### src/rtl/scratch_port_arbiter_pkg.sv
// Shared scratch-port constants, port-owner encodings and regfile source selects.
// Latency: n/a (declarations only).
// Backpressure: n/a (declarations only).
package scratch_port_arbiter_pkg;

    // Scratch register file geometry (M[0..15], 32-bit words)
    localparam int SCR_ADDR_WIDTH   = 4;
    localparam int SCR_DATA_WIDTH   = 32;
    localparam int SCR_STARVE_LIMIT = 8;
    localparam int SCR_CNT_WIDTH    = 4;

    // Stage1 write-data source select (regfile_sel): A or X
    localparam logic REGFILE_IN_A = 1'b0;
    localparam logic REGFILE_IN_X = 1'b1;

    // Who owns the single scratch memory port in a given cycle
    typedef enum logic [2:0] {
        OWN_NONE = 3'd0,
        OWN_RD   = 3'd1,
        OWN_BUF  = 3'd2,
        OWN_WR   = 3'd3,
        OWN_DBG  = 3'd4
    } port_own_e;

endpackage

### src/rtl/scratch_port_arbiter_if.sv
// Bundles the stage2 read, stage1 write, debug and scratch-memory signals.
// Latency: n/a (wires only).
// Backpressure: wr_rdy for stage1 writes, dbg_vld/dbg_rdy for debug; reads never stall.
interface scratch_port_arbiter_if
    import scratch_port_arbiter_pkg::*;
#(
    parameter int ADDR_WIDTH = SCR_ADDR_WIDTH,
    parameter int DATA_WIDTH = SCR_DATA_WIDTH
);

    // Stage2 read
    logic                  rd_en;
    logic [ADDR_WIDTH-1:0] rd_addr;
    logic [DATA_WIDTH-1:0] rd_data;
    logic                  rd_data_vld;

    // Stage1 write
    logic                  wr_en;
    logic [ADDR_WIDTH-1:0] wr_addr;
    logic [DATA_WIDTH-1:0] wr_data;
    logic                  wr_rdy;

    // Debug / config port
    logic                  dbg_vld;
    logic                  dbg_we;
    logic [ADDR_WIDTH-1:0] dbg_addr;
    logic [DATA_WIDTH-1:0] dbg_wdata;
    logic                  dbg_rdy;
    logic [DATA_WIDTH-1:0] dbg_rdata;
    logic                  dbg_rdata_vld;
    logic                  hold_req;

    // Scratch memory port
    logic                  mem_en;
    logic                  mem_we;
    logic [ADDR_WIDTH-1:0] mem_addr;
    logic [DATA_WIDTH-1:0] mem_wdata;
    logic [DATA_WIDTH-1:0] mem_rdata;

    // Arbiter side
    modport slave (
        input  rd_en, rd_addr, wr_en, wr_addr, wr_data,
        input  dbg_vld, dbg_we, dbg_addr, dbg_wdata, mem_rdata,
        output rd_data, rd_data_vld, wr_rdy, dbg_rdy, dbg_rdata, dbg_rdata_vld,
        output hold_req, mem_en, mem_we, mem_addr, mem_wdata
    );

    // Pipeline / debug / memory side
    modport master (
        output rd_en, rd_addr, wr_en, wr_addr, wr_data,
        output dbg_vld, dbg_we, dbg_addr, dbg_wdata, mem_rdata,
        input  rd_data, rd_data_vld, wr_rdy, dbg_rdy, dbg_rdata, dbg_rdata_vld,
        input  hold_req, mem_en, mem_we, mem_addr, mem_wdata
    );

endinterface

### src/rtl/scratch_port_arbiter_wbuf.sv
// One-entry stage1 write buffer with address-match forwarding to stage2 reads.
// Latency: load/commit take effect at the next edge; forwarded data appears with the 1-cycle read.
// Backpressure: none internally; the parent withholds i_load while the buffer cannot drain.
module scratch_port_arbiter_wbuf
    import scratch_port_arbiter_pkg::*;
#(
    parameter int ADDR_WIDTH = SCR_ADDR_WIDTH,
    parameter int DATA_WIDTH = SCR_DATA_WIDTH
) (
    input  logic                  clk,
    input  logic                  rst,
    input  logic                  i_load,
    input  logic                  i_commit,
    input  logic [ADDR_WIDTH-1:0] i_wr_addr,
    input  logic [DATA_WIDTH-1:0] i_wr_data,
    input  logic                  i_rd_en,
    input  logic [ADDR_WIDTH-1:0] i_rd_addr,
    input  logic [DATA_WIDTH-1:0] i_mem_rdata,
    output logic                  o_buf_vld,
    output logic [ADDR_WIDTH-1:0] o_buf_addr,
    output logic [DATA_WIDTH-1:0] o_buf_data,
    output logic [DATA_WIDTH-1:0] o_rd_data
);

    logic                  r_buf_vld;
    logic [ADDR_WIDTH-1:0] r_buf_addr;
    logic [DATA_WIDTH-1:0] r_buf_data;
    logic                  r_fwd_q;
    logic [DATA_WIDTH-1:0] r_fwd_data;
    logic                  w_fwd_hit;

    // Only an already-buffered (older) write can forward; a same-cycle wr_en is younger.
    assign w_fwd_hit = i_rd_en && r_buf_vld && (i_rd_addr == r_buf_addr);

    // Buffer occupancy: a load wins over a commit so commit+replace keeps the entry full.
    always_ff @(posedge clk) begin
        if (rst) begin
            r_buf_vld <= 1'b0;
        end else if (i_load) begin
            r_buf_vld <= 1'b1;
        end else if (i_commit) begin
            r_buf_vld <= 1'b0;
        end
    end

    // Buffer payload; only meaningful while r_buf_vld is set.
    always_ff @(posedge clk) begin
        if (i_load) begin
            r_buf_addr <= i_wr_addr;
            r_buf_data <= i_wr_data;
        end
    end

    // Forward select flag travels alongside the 1-cycle memory read.
    always_ff @(posedge clk) begin
        if (rst) begin
            r_fwd_q <= 1'b0;
        end else begin
            r_fwd_q <= w_fwd_hit;
        end
    end

    // Forwarded word captured at the read cycle.
    always_ff @(posedge clk) begin
        if (w_fwd_hit) begin
            r_fwd_data <= r_buf_data;
        end
    end

    assign o_buf_vld  = r_buf_vld;
    assign o_buf_addr = r_buf_addr;
    assign o_buf_data = r_buf_data;
    assign o_rd_data  = r_fwd_q ? r_fwd_data : i_mem_rdata;

endmodule

### src/rtl/scratch_port_arbiter.sv
// Arbitrates the single scratch memory port between stage2 reads, buffered stage1 writes and debug.
// Latency: reads and debug reads return one cycle after the access; writes commit same cycle or from the buffer.
// Backpressure: reads never stall; wr_rdy drops only with a full buffer and a read; debug waits, then raises hold_req.
module scratch_port_arbiter
    import scratch_port_arbiter_pkg::*;
#(
    parameter int ADDR_WIDTH   = SCR_ADDR_WIDTH,
    parameter int DATA_WIDTH   = SCR_DATA_WIDTH,
    parameter int STARVE_LIMIT = SCR_STARVE_LIMIT,
    parameter int CNT_WIDTH    = SCR_CNT_WIDTH
) (
    input  logic                  clk,
    input  logic                  rst,
    scratch_port_arbiter_if.slave bus
);

    localparam logic [CNT_WIDTH-1:0] CNT_LIMIT = CNT_WIDTH'(STARVE_LIMIT);
    localparam logic [CNT_WIDTH-1:0] CNT_HOLD  = CNT_WIDTH'(STARVE_LIMIT - 1);

    port_own_e             w_owner;
    logic                  w_buf_vld;
    logic [ADDR_WIDTH-1:0] w_buf_addr;
    logic [DATA_WIDTH-1:0] w_buf_data;
    logic [DATA_WIDTH-1:0] w_rd_data;
    logic                  w_buf_load;
    logic                  w_buf_commit;
    logic                  w_wr_rdy;
    logic                  w_dbg_rdy;
    logic                  w_dbg_grant;
    logic                  w_dbg_wait;
    logic [CNT_WIDTH-1:0]  w_starve_nxt;

    logic                  w_mem_en;
    logic                  w_mem_we;
    logic [ADDR_WIDTH-1:0] w_mem_addr;
    logic [DATA_WIDTH-1:0] w_mem_wdata;

    logic                  r_rd_data_vld;
    logic                  r_dbg_rdata_vld;
    logic                  r_hold_req;
    logic [CNT_WIDTH-1:0]  r_starve_cnt;

    // The buffer can always drain unless a read takes the port while it is full.
    assign w_wr_rdy  = !(w_buf_vld && bus.rd_en);
    assign w_dbg_rdy = !bus.rd_en && !bus.wr_en && !w_buf_vld && !rst;

    // Port owner by fixed priority; nothing touches memory during reset so a pending write is dropped.
    always_comb begin
        w_owner = OWN_NONE;
        if (!rst) begin
            if (bus.rd_en) begin
                w_owner = OWN_RD;
            end else if (w_buf_vld) begin
                w_owner = OWN_BUF;
            end else if (bus.wr_en) begin
                w_owner = OWN_WR;
            end else if (bus.dbg_vld) begin
                w_owner = OWN_DBG;
            end
        end
    end

    assign w_dbg_grant  = (w_owner == OWN_DBG);
    assign w_buf_commit = (w_owner == OWN_BUF);
    // Park the write when a read holds the port, or behind an older buffered write to keep order.
    assign w_buf_load   = !rst && bus.wr_en && w_wr_rdy && (bus.rd_en || w_buf_vld);

    // Drive the memory port from the current owner.
    always_comb begin
        w_mem_en    = 1'b0;
        w_mem_we    = 1'b0;
        w_mem_addr  = '0;
        w_mem_wdata = '0;
        case (w_owner)
            OWN_RD: begin
                w_mem_en   = 1'b1;
                w_mem_addr = bus.rd_addr;
            end
            OWN_BUF: begin
                w_mem_en    = 1'b1;
                w_mem_we    = 1'b1;
                w_mem_addr  = w_buf_addr;
                w_mem_wdata = w_buf_data;
            end
            OWN_WR: begin
                w_mem_en    = 1'b1;
                w_mem_we    = 1'b1;
                w_mem_addr  = bus.wr_addr;
                w_mem_wdata = bus.wr_data;
            end
            OWN_DBG: begin
                w_mem_en    = 1'b1;
                w_mem_we    = bus.dbg_we;
                w_mem_addr  = bus.dbg_addr;
                w_mem_wdata = bus.dbg_wdata;
            end
            default: begin
                w_mem_en = 1'b0;
            end
        endcase
    end

    scratch_port_arbiter_wbuf #(
        .ADDR_WIDTH (ADDR_WIDTH),
        .DATA_WIDTH (DATA_WIDTH)
    ) u_wbuf (
        .clk         (clk),
        .rst         (rst),
        .i_load      (w_buf_load),
        .i_commit    (w_buf_commit),
        .i_wr_addr   (bus.wr_addr),
        .i_wr_data   (bus.wr_data),
        .i_rd_en     (bus.rd_en),
        .i_rd_addr   (bus.rd_addr),
        .i_mem_rdata (bus.mem_rdata),
        .o_buf_vld   (w_buf_vld),
        .o_buf_addr  (w_buf_addr),
        .o_buf_data  (w_buf_data),
        .o_rd_data   (w_rd_data)
    );

    // Read-return qualifiers follow the access by one cycle, matching memory latency.
    always_ff @(posedge clk) begin
        if (rst) begin
            r_rd_data_vld   <= 1'b0;
            r_dbg_rdata_vld <= 1'b0;
        end else begin
            r_rd_data_vld   <= bus.rd_en;
            r_dbg_rdata_vld <= w_dbg_grant && !bus.dbg_we;
        end
    end

    // Consecutive cycles the debug port has waited, saturating at the limit.
    assign w_dbg_wait   = bus.dbg_vld && !w_dbg_rdy;
    assign w_starve_nxt = !w_dbg_wait               ? '0 :
                          (r_starve_cnt == CNT_LIMIT) ? r_starve_cnt :
                          r_starve_cnt + 1'b1;

    // Starvation counter and sticky hold request; both drop once debug stops waiting.
    always_ff @(posedge clk) begin
        if (rst) begin
            r_starve_cnt <= '0;
            r_hold_req   <= 1'b0;
        end else begin
            r_starve_cnt <= w_starve_nxt;
            r_hold_req   <= w_dbg_wait && (r_hold_req || (w_starve_nxt >= CNT_HOLD));
        end
    end

    assign bus.rd_data       = w_rd_data;
    assign bus.rd_data_vld   = r_rd_data_vld;
    assign bus.wr_rdy        = w_wr_rdy;
    assign bus.dbg_rdy       = w_dbg_rdy;
    assign bus.dbg_rdata     = bus.mem_rdata;
    assign bus.dbg_rdata_vld = r_dbg_rdata_vld;
    assign bus.hold_req      = r_hold_req;
    assign bus.mem_en        = w_mem_en;
    assign bus.mem_we        = w_mem_we;
    assign bus.mem_addr      = w_mem_addr;
    assign bus.mem_wdata     = w_mem_wdata;

endmodule

### src/flat_wrapper.sv
// flat-port wrapper written by rule: the top's interface ports become plain ports
module scratch_port_arbiter_flat import scratch_port_arbiter_pkg::*;
#(
    parameter int ADDR_WIDTH   = SCR_ADDR_WIDTH,
    parameter int DATA_WIDTH   = SCR_DATA_WIDTH,
    parameter int STARVE_LIMIT = SCR_STARVE_LIMIT,
    parameter int CNT_WIDTH    = SCR_CNT_WIDTH
)
  (clk, rst, bus_rd_en, bus_rd_addr, bus_wr_en, bus_wr_addr, bus_wr_data, bus_dbg_vld, bus_dbg_we, bus_dbg_addr, bus_dbg_wdata, bus_mem_rdata, bus_rd_data, bus_rd_data_vld, bus_wr_rdy, bus_dbg_rdy, bus_dbg_rdata, bus_dbg_rdata_vld, bus_hold_req, bus_mem_en, bus_mem_we, bus_mem_addr, bus_mem_wdata);
  scratch_port_arbiter_if #(.ADDR_WIDTH(ADDR_WIDTH), .DATA_WIDTH(DATA_WIDTH)) bus_i ();
  input  logic clk;
  input  logic rst;
  input wire logic [$bits(bus_i.rd_en)-1:0] bus_rd_en;
  input wire logic [$bits(bus_i.rd_addr)-1:0] bus_rd_addr;
  input wire logic [$bits(bus_i.wr_en)-1:0] bus_wr_en;
  input wire logic [$bits(bus_i.wr_addr)-1:0] bus_wr_addr;
  input wire logic [$bits(bus_i.wr_data)-1:0] bus_wr_data;
  input wire logic [$bits(bus_i.dbg_vld)-1:0] bus_dbg_vld;
  input wire logic [$bits(bus_i.dbg_we)-1:0] bus_dbg_we;
  input wire logic [$bits(bus_i.dbg_addr)-1:0] bus_dbg_addr;
  input wire logic [$bits(bus_i.dbg_wdata)-1:0] bus_dbg_wdata;
  input wire logic [$bits(bus_i.mem_rdata)-1:0] bus_mem_rdata;
  output wire logic [$bits(bus_i.rd_data)-1:0] bus_rd_data;
  output wire logic [$bits(bus_i.rd_data_vld)-1:0] bus_rd_data_vld;
  output wire logic [$bits(bus_i.wr_rdy)-1:0] bus_wr_rdy;
  output wire logic [$bits(bus_i.dbg_rdy)-1:0] bus_dbg_rdy;
  output wire logic [$bits(bus_i.dbg_rdata)-1:0] bus_dbg_rdata;
  output wire logic [$bits(bus_i.dbg_rdata_vld)-1:0] bus_dbg_rdata_vld;
  output wire logic [$bits(bus_i.hold_req)-1:0] bus_hold_req;
  output wire logic [$bits(bus_i.mem_en)-1:0] bus_mem_en;
  output wire logic [$bits(bus_i.mem_we)-1:0] bus_mem_we;
  output wire logic [$bits(bus_i.mem_addr)-1:0] bus_mem_addr;
  output wire logic [$bits(bus_i.mem_wdata)-1:0] bus_mem_wdata;
  assign bus_i.rd_en = bus_rd_en;
  assign bus_i.rd_addr = bus_rd_addr;
  assign bus_i.wr_en = bus_wr_en;
  assign bus_i.wr_addr = bus_wr_addr;
  assign bus_i.wr_data = bus_wr_data;
  assign bus_i.dbg_vld = bus_dbg_vld;
  assign bus_i.dbg_we = bus_dbg_we;
  assign bus_i.dbg_addr = bus_dbg_addr;
  assign bus_i.dbg_wdata = bus_dbg_wdata;
  assign bus_i.mem_rdata = bus_mem_rdata;
  assign bus_rd_data = bus_i.rd_data;
  assign bus_rd_data_vld = bus_i.rd_data_vld;
  assign bus_wr_rdy = bus_i.wr_rdy;
  assign bus_dbg_rdy = bus_i.dbg_rdy;
  assign bus_dbg_rdata = bus_i.dbg_rdata;
  assign bus_dbg_rdata_vld = bus_i.dbg_rdata_vld;
  assign bus_hold_req = bus_i.hold_req;
  assign bus_mem_en = bus_i.mem_en;
  assign bus_mem_we = bus_i.mem_we;
  assign bus_mem_addr = bus_i.mem_addr;
  assign bus_mem_wdata = bus_i.mem_wdata;
  scratch_port_arbiter #(.ADDR_WIDTH(ADDR_WIDTH), .DATA_WIDTH(DATA_WIDTH), .STARVE_LIMIT(STARVE_LIMIT), .CNT_WIDTH(CNT_WIDTH)) u_core (.clk(clk), .rst(rst), .bus(bus_i));
endmodule
### config.mk
export PLATFORM = sky130hd
export DESIGN_NAME = scratch_port_arbiter_flat
export DESIGN_NICKNAME = d
export VERILOG_FILES = /design/src/rtl/scratch_port_arbiter_pkg.sv /design/src/rtl/scratch_port_arbiter_if.sv /design/src/rtl/scratch_port_arbiter_wbuf.sv /design/src/rtl/scratch_port_arbiter.sv /design/src/flat_wrapper.sv
export SDC_FILE = /design/constraint.sdc
export NUM_CORES = 1
export LEC_CHECK = 0
export ABC_AREA = 1
export BUFFER_PORTS_ARGS = -buffer_cell sky130_fd_sc_hd__buf_2
export CORE_AREA = 2 2 95 97
export CTS_CLUSTER_SIZE = 10
export DETAILED_ROUTE_END_ITERATION = 8
export DIE_AREA = 0 0 97 99
export PLACE_DENSITY = 0.92
export SYNTH_ARGS = -nofsm -noshare
export SYNTH_HDL_FRONTEND = slang
export SYNTH_SLANG_ARGS = --single-unit
### constraint.sdc
create_clock -name clk -period 6.95 [get_ports clk]
set_input_delay 1.39 -clock clk [delete_from_list [all_inputs] [get_ports clk]]
set_output_delay 1.39 -clock clk [all_outputs]
set_load 0.1 [all_outputs]
# --- Yosys cells after proc, flatten, opt, wreduce, memory -nomap -nowiden ---
# Index checks and enable logic that the tools add are counted.
word_totals:
  reg_bits: 77
  input_bits: 114
  out_inout_bits: 107
  wordCells: 54
classes:
  addsub: 1
  n_lt_le_gt_ge: 1
  n_eq_ne: 6
  mux: 14
  n_reduce_logical: 23
ops:
  columns: ["op", "n"]
  rows:
  - ["$pmux 32 s3", 1]
  - ["$mux 32", 1]
  - ["$pmux 4 s4", 1]
  - ["$mux 3", 5]
  - ["$logic_and 1x1->1", 11]
  - ["$mux 4", 2]
  - ["$logic_not 1->1", 7]
  - ["$eq 3x2->1 const B", 2]
  - ["$add 4x1->4 const B", 1]
  - ["$eq 4x4->1", 1]
  - ["$eq 4x4->1 const B", 1]
  - ["$ge 4x3->1 const B", 1]
  - ["$reduce_or 4->1", 1]
  - ["$eq 3x1->1 const B", 1]
  - ["$eq 3x3->1 const B", 1]
  - ["$mux 1", 3]
  - ["$logic_or 1x1->1", 2]
  - ["$pmux 1 s2", 1]
  - ["$reduce_bool 2->1", 1]
  - ["$reduce_or 2->1", 1]

# --- Longest topological paths before layout ---
depth:
  word_depth: 10
  ltp_mapped: 8
  mapped_depth_nobuf: 8

# --- Cells and area by module ---
# A second synthesis with hierarchy kept.
unflattened:
  hier_cells: 347
  area_unflattened_um2: 4102.7
by_module_without_submodules:
  columns: ["module", "n_inst", "cells_per_inst", "area_per_inst_um2", "seq_area_each_um2"]
  rows:
  - ["scratch_port_arbiter_wbuf", 1, 133, 2730.1, 2082.0]
  - ["scratch_port_arbiter", 1, 214, 1372.6, 140.1]

# --- Least setup slack after synthesis ---
# Ideal clock, no wire load.
synth_path:
  path_type: "input to output"
  from: "in rst"
  to: "out bus_mem_we"
  arrival_time_ps: 3778
  required_ps: 5560
  path_slack_ps: 1782
  cell_stages: 2
  n_path_buf: 1
  cell_sequence: "buf_6 > o31ai_1"
synth_via:
  elab_chain_cells: 4
  elab_cells_between_ends: 6
  classes_between: "eq/ne: 3; mux: 2; reduce/logical: 1"
synth_lines:
  columns: ["item", "line_no", "source"]
  rows:
  - ["start, declared", "flat_wrapper.sv:12", "input logic rst;"]
  - ["$mux 3 *", "scratch_port_arbiter.sv:50", "if (!rst) begin"]
  - ["$eq 3x2->1", "scratch_port_arbiter.sv:74", "case (w_owner)"]
  - ["$reduce_or 2->1 (no line)", null, null]
  - ["$pmux 1 s2 *", "scratch_port_arbiter.sv:74", null]
  - ["end, declared", "flat_wrapper.sv:31", "output wire logic [$bits(bus_i.mem_we)-1:0] bus_mem_we;"]
# Every way passes the cells marked *; elsewhere a longest branch is shown, timed or not.

# --- Worst setup path in the final report ---
layout_path:
  from: "in rst"
  to: "out bus_mem_wdata[16]"
layout_via:
  elab_chain_cells: 3
  elab_cells_between_ends: 5
  classes_between: "eq/ne: 3; mux: 2"
layout_lines:
  columns: ["item", "line_no", "source"]
  rows:
  - ["$mux 3 *", "scratch_port_arbiter.sv:50", null]
  - ["$eq 3x3->1 / $eq 3x2->1 (equally long branches)", "scratch_port_arbiter.sv:74", null]
  - ["$pmux 32 s3 *", "scratch_port_arbiter.sv:74", null]
  - ["end, declared", "flat_wrapper.sv:33", "output wire logic [$bits(bus_i.mem_wdata)-1:0] bus_mem_wdata;"]
# Marks and branches as above.

==> metrics.md <==
| Metric | Value |
|---|---|
| Yosys warns | `0` |
| Nets | `approximately 640` |
| Yosys top cell area share | `49.7%` |
| Full die area | `between 9000 and 10000 um^2` |
| Worst Max-Slew Pin Slew | `1.22 ns` |
| Top post-synthesis cells by area | `edfxtp_1 50%, mux2_2 8.2%, a22oi_2 7.3%, nand2_1 6.7%, buf_4 5.8%` |
| Antenna diode count | `0` |
| Crit-path cells | `buf_2 -> inv_2 -> nand2_2 -> nor2_4 -> a22oi_1 -> nand2_1 -> buf_2` |
| Vias in the first global route | `3332` |
| R2R depth | `4` |
| Hold-fix buffers, CTS | `0` |
| Post-CTS Setup Bufs | `0` |
| Post-synthesis sequential area ratio | `54.1%` |
| Int Power | `a little over 0.0008 W` |
| Antenna viol nets, final | `0` |
| Outcome | `finished, final reports clean` |
| Mapped Nets | `453` |
| Die width | `between 90 and 100 um` |
| DRT Pass-1 Iters | `4` |
| Row Count | `34` |
| Top_reg_cell synth | `edfxtp_1` |
| DP HPWL | `roughly 7600 um` |
| Final setup viols | `0` |
| Hold path depth | `0` |
| Routed via count | `3246` |
| Antenna violations before repair | `0` |
| Max Cap Viol | `0` |
| CP Launch Type | `primary input` |
| Most frequent cell after synthesis | `nand2_1` |
| Clock power frac | `30.9%` |
| Psw | `0.000468 W` |
| Post-Synthesis Cell Area | `slightly above 4000 um^2` |
| Initial Utilization | `48.1%` |
| Worst path slowest cell | `nor2_4` |
| Pwr per Cell Area | `around 250 nW/um^2` |
| WL final | `10200 um` |
| Register area | `2220 um^2` |
| CTS buffer count | `9` |
| Fin crit period | `between 4 and 5 ns` |
| Synth-to-Final Area Change | `27.2%` |
| Worst Path Class, Setup | `primary input to output pin` |
| Iter 0 DRT Violations | `73` |
| Root Buffer | `clkbuf_8` |
| Final Hold Viols | `0` |
| Sequential power share | `between 40% and 50%` |
| Worst clock skew | `between 0.01 and 0.015 ns` |
| Crit-path max FO | `36` |
| Largest stage delay on the critical path | `0.92 ns` |
| Area leader, netlist | `edfxtp_1` |
| Post-Syn Area per Cell | `12.2 um^2` |
| Clock latency on the worst-skew pair | `~0.33 ns` |
| Comb power frac | `29.0%` |
| Layout cells sized above 1 | `approximately three fifths` |
| Clock transition at the registers of the reported paths | `0.08 ns` |
| # resized after CTS | `0` |
| RSZ-0062 raised after global routing | `false` |
| Tcrit/Tclk final | `roughly 69%` |
| Total negative slack | `0 ns` |
| Fillcell total | `713` |
| Largest net degree at the start of global routing | `38` |
| Clk buf depth | `2` |
| Synth async-reset ratio | `0%` |
| CP dominant cell by count | `buf_2` |
| Switching share of power | `36.1%` |
| Worst Setup End Kind | `output pin` |
| Synth Register Bits | `a little under 80` |
| First-pass GRT wire length | `16300 um` |
| Worst ir drop on vdd | `between 0.1 and 0.15 mV` |
| Final Max Slew Viols | `0` |
| Leakage | `2.37 nW` |
| Post-DP Area | `4980 um^2` |
| Final Wtd Congestion | `between 0.8 and 0.9` |
| Die height | `99 um` |
| Multi-input logic area | `1450 um^2` |
| GRT overflow | `0` |
| Top post-synthesis cells by count | `73 x nand2_1, 68 x edfxtp_1, 32 x buf_4` |
| IO Pins | `221` |
| Final Instance Area | `5230 um^2` |
| Vias per cell | `5.09` |
| Port-buffer cells | `220` |
| WP data arrival | `about 3.4 ns` |
| Synth Instances | `337` |
| Routed wire length per instance | `16.0 um` |
| Core area | `roughly 8600 um^2` |
| Number of enable flip-flop cells after synthesis | `68` |
| Peak Freq | `0.207 GHz` |
| Global Route Usage Sum | `20.9%` |
| CP required | `roughly 5.6 ns` |
| Drc violations | `0` |
| Hold/Removal Path Class | `flop to flop` |
| H-tree depth | `3` |
| Clock tree from TritonCTS | `built` |
| Clock sink total | `77` |
| Distinct cells, synth | `36` |
| Slew headroom | `18.2%` |
## layer usage
metal / up-vias / share of wire, % / global-route usage [%] / wire [um]
met2: 146 / 54 / 39.2 / 5530
met1: 1562 / 39 / 24.3 / 3930
li1: 1532 / - / - / -
met3: 6 / 6.6 / 4.96 / 676
met5: - / 0 / 0 / 0
met4: 0 / 0.46 / 4.77 / 47
## final timing paths
path / start / endpoint / slack [ns]
hold / removal: u_core.u_wbuf.o_buf_data[23] / u_core.u_wbuf.r_fwd_data[23] / 0.44
setup / recovery: rst / bus_mem_wdata[16] / 2.13
setup reg to reg: u_core.u_wbuf.o_buf_vld / u_core.u_wbuf.o_buf_data[19] / 4.80
hold reg to reg: u_core.u_wbuf.o_buf_data[23] / u_core.u_wbuf.r_fwd_data[23] / 0.44
## flip-flops by register name (all words and copies together) (netlist names)
name and count:
u_core.bus.hold_req 1, u_core.u_wbuf.r_fwd_q 1, u_core.r_starve_cnt 4, u_core.bus.rd_data_vld 1, u_core.u_wbuf.o_buf_addr 4, u_core.u_wbuf.o_buf_vld 1, u_core.u_wbuf.r_fwd_data 32, u_core.bus.dbg_rdata_vld 1
u_core.u_wbuf.o_buf_data 32
## logic make-up (layout without fill, tap and decap cells)
| kind of cell | Yosys count | in the layout | share of synthesized area, % |
|---|---|---|---|
| compound gates | 37 | 37 | 9.41 |
| xor+xnor | 2 | 2 | 0.426 |
| fa+ha+maj | 2 | 2 | 0.609 |
| buf+inv | 61 | 254 | 11.1 |
| flops | 77 | 77 | 54.1 |
| mux | 32 | 32 | 8.77 |
| simple gates | 126 | 126 | 15.6 |
## stage by stage
stage               worst slack (ns)  utilization (%)  total power, W  hold slack [ns]  cells
global placement                2.27             58.3        0.000902            0.430    622
floorplan                       1.78                -        0.000842            0.427    337
global route                    1.99             61.1         0.00134            0.460    638
detailed placement              2.15             58.3        0.000907            0.434    622
CTS                             2.14             61.1         0.00131            0.443    638
finish                          2.13             61.1         0.00130            0.437    638
## worst max-delay path: cells and delay by family
family	cells	cell delay, ns
AND/OR/NAND/NOR	3	1.10
buffers and inverters	3	0.67
AO/OA/AOI/OAI	1	0.25
## layout make-up
| cell class | count | area share [%] |
|---|---|---|
| Inverter | 15 | 1.08 |
| Sequential cell | 77 | 42.5 |
| Multi-Input combinational cell | 199 | 27.7 |
| Timing Repair Buffer | 223 | 21.5 |
| Clock buffer | 12 | 2.78 |
| Clock inverter | 4 | 1.87 |
| Tap cell | 108 | 2.59 |
## cell usage in the layout, fill, tap and decap left out, types with 2 or more instances in the layout
cell,count
inv_1,12
clkbuf_8,10
clkbuf_1,2
bufinv_16,3
nand4_2,4
a22oi_2,24
edfxtp_1,68
nor2_1,9
nand3_1,8
ha_1,2
buf_4,3
mux2_1,2
dfxtp_1,9
nor2_4,2
mux2_2,30
buf_2,220
a22oi_1,7
nand2_1,73
or2_2,2
xor2_1,2
nand2_2,18
a21oi_1,2
inv_2,3
## power by group through the flow
stage | clock [W] | combinational [W] | sequential [W]
6_report | 0.000401 | 0.000376 | 0.000520
5_1_grt | 0.000432 | 0.000389 | 0.000521
4_1_cts | 0.000413 | 0.000377 | 0.000520
3_5_place_dp | 0 | 0.000376 | 0.000530
3_3_place_gp | 0 | 0.000372 | 0.000529
2_1_floorplan | 0 | 0.000311 | 0.000532
Note: power is estimated with default switching activity, not from simulation.
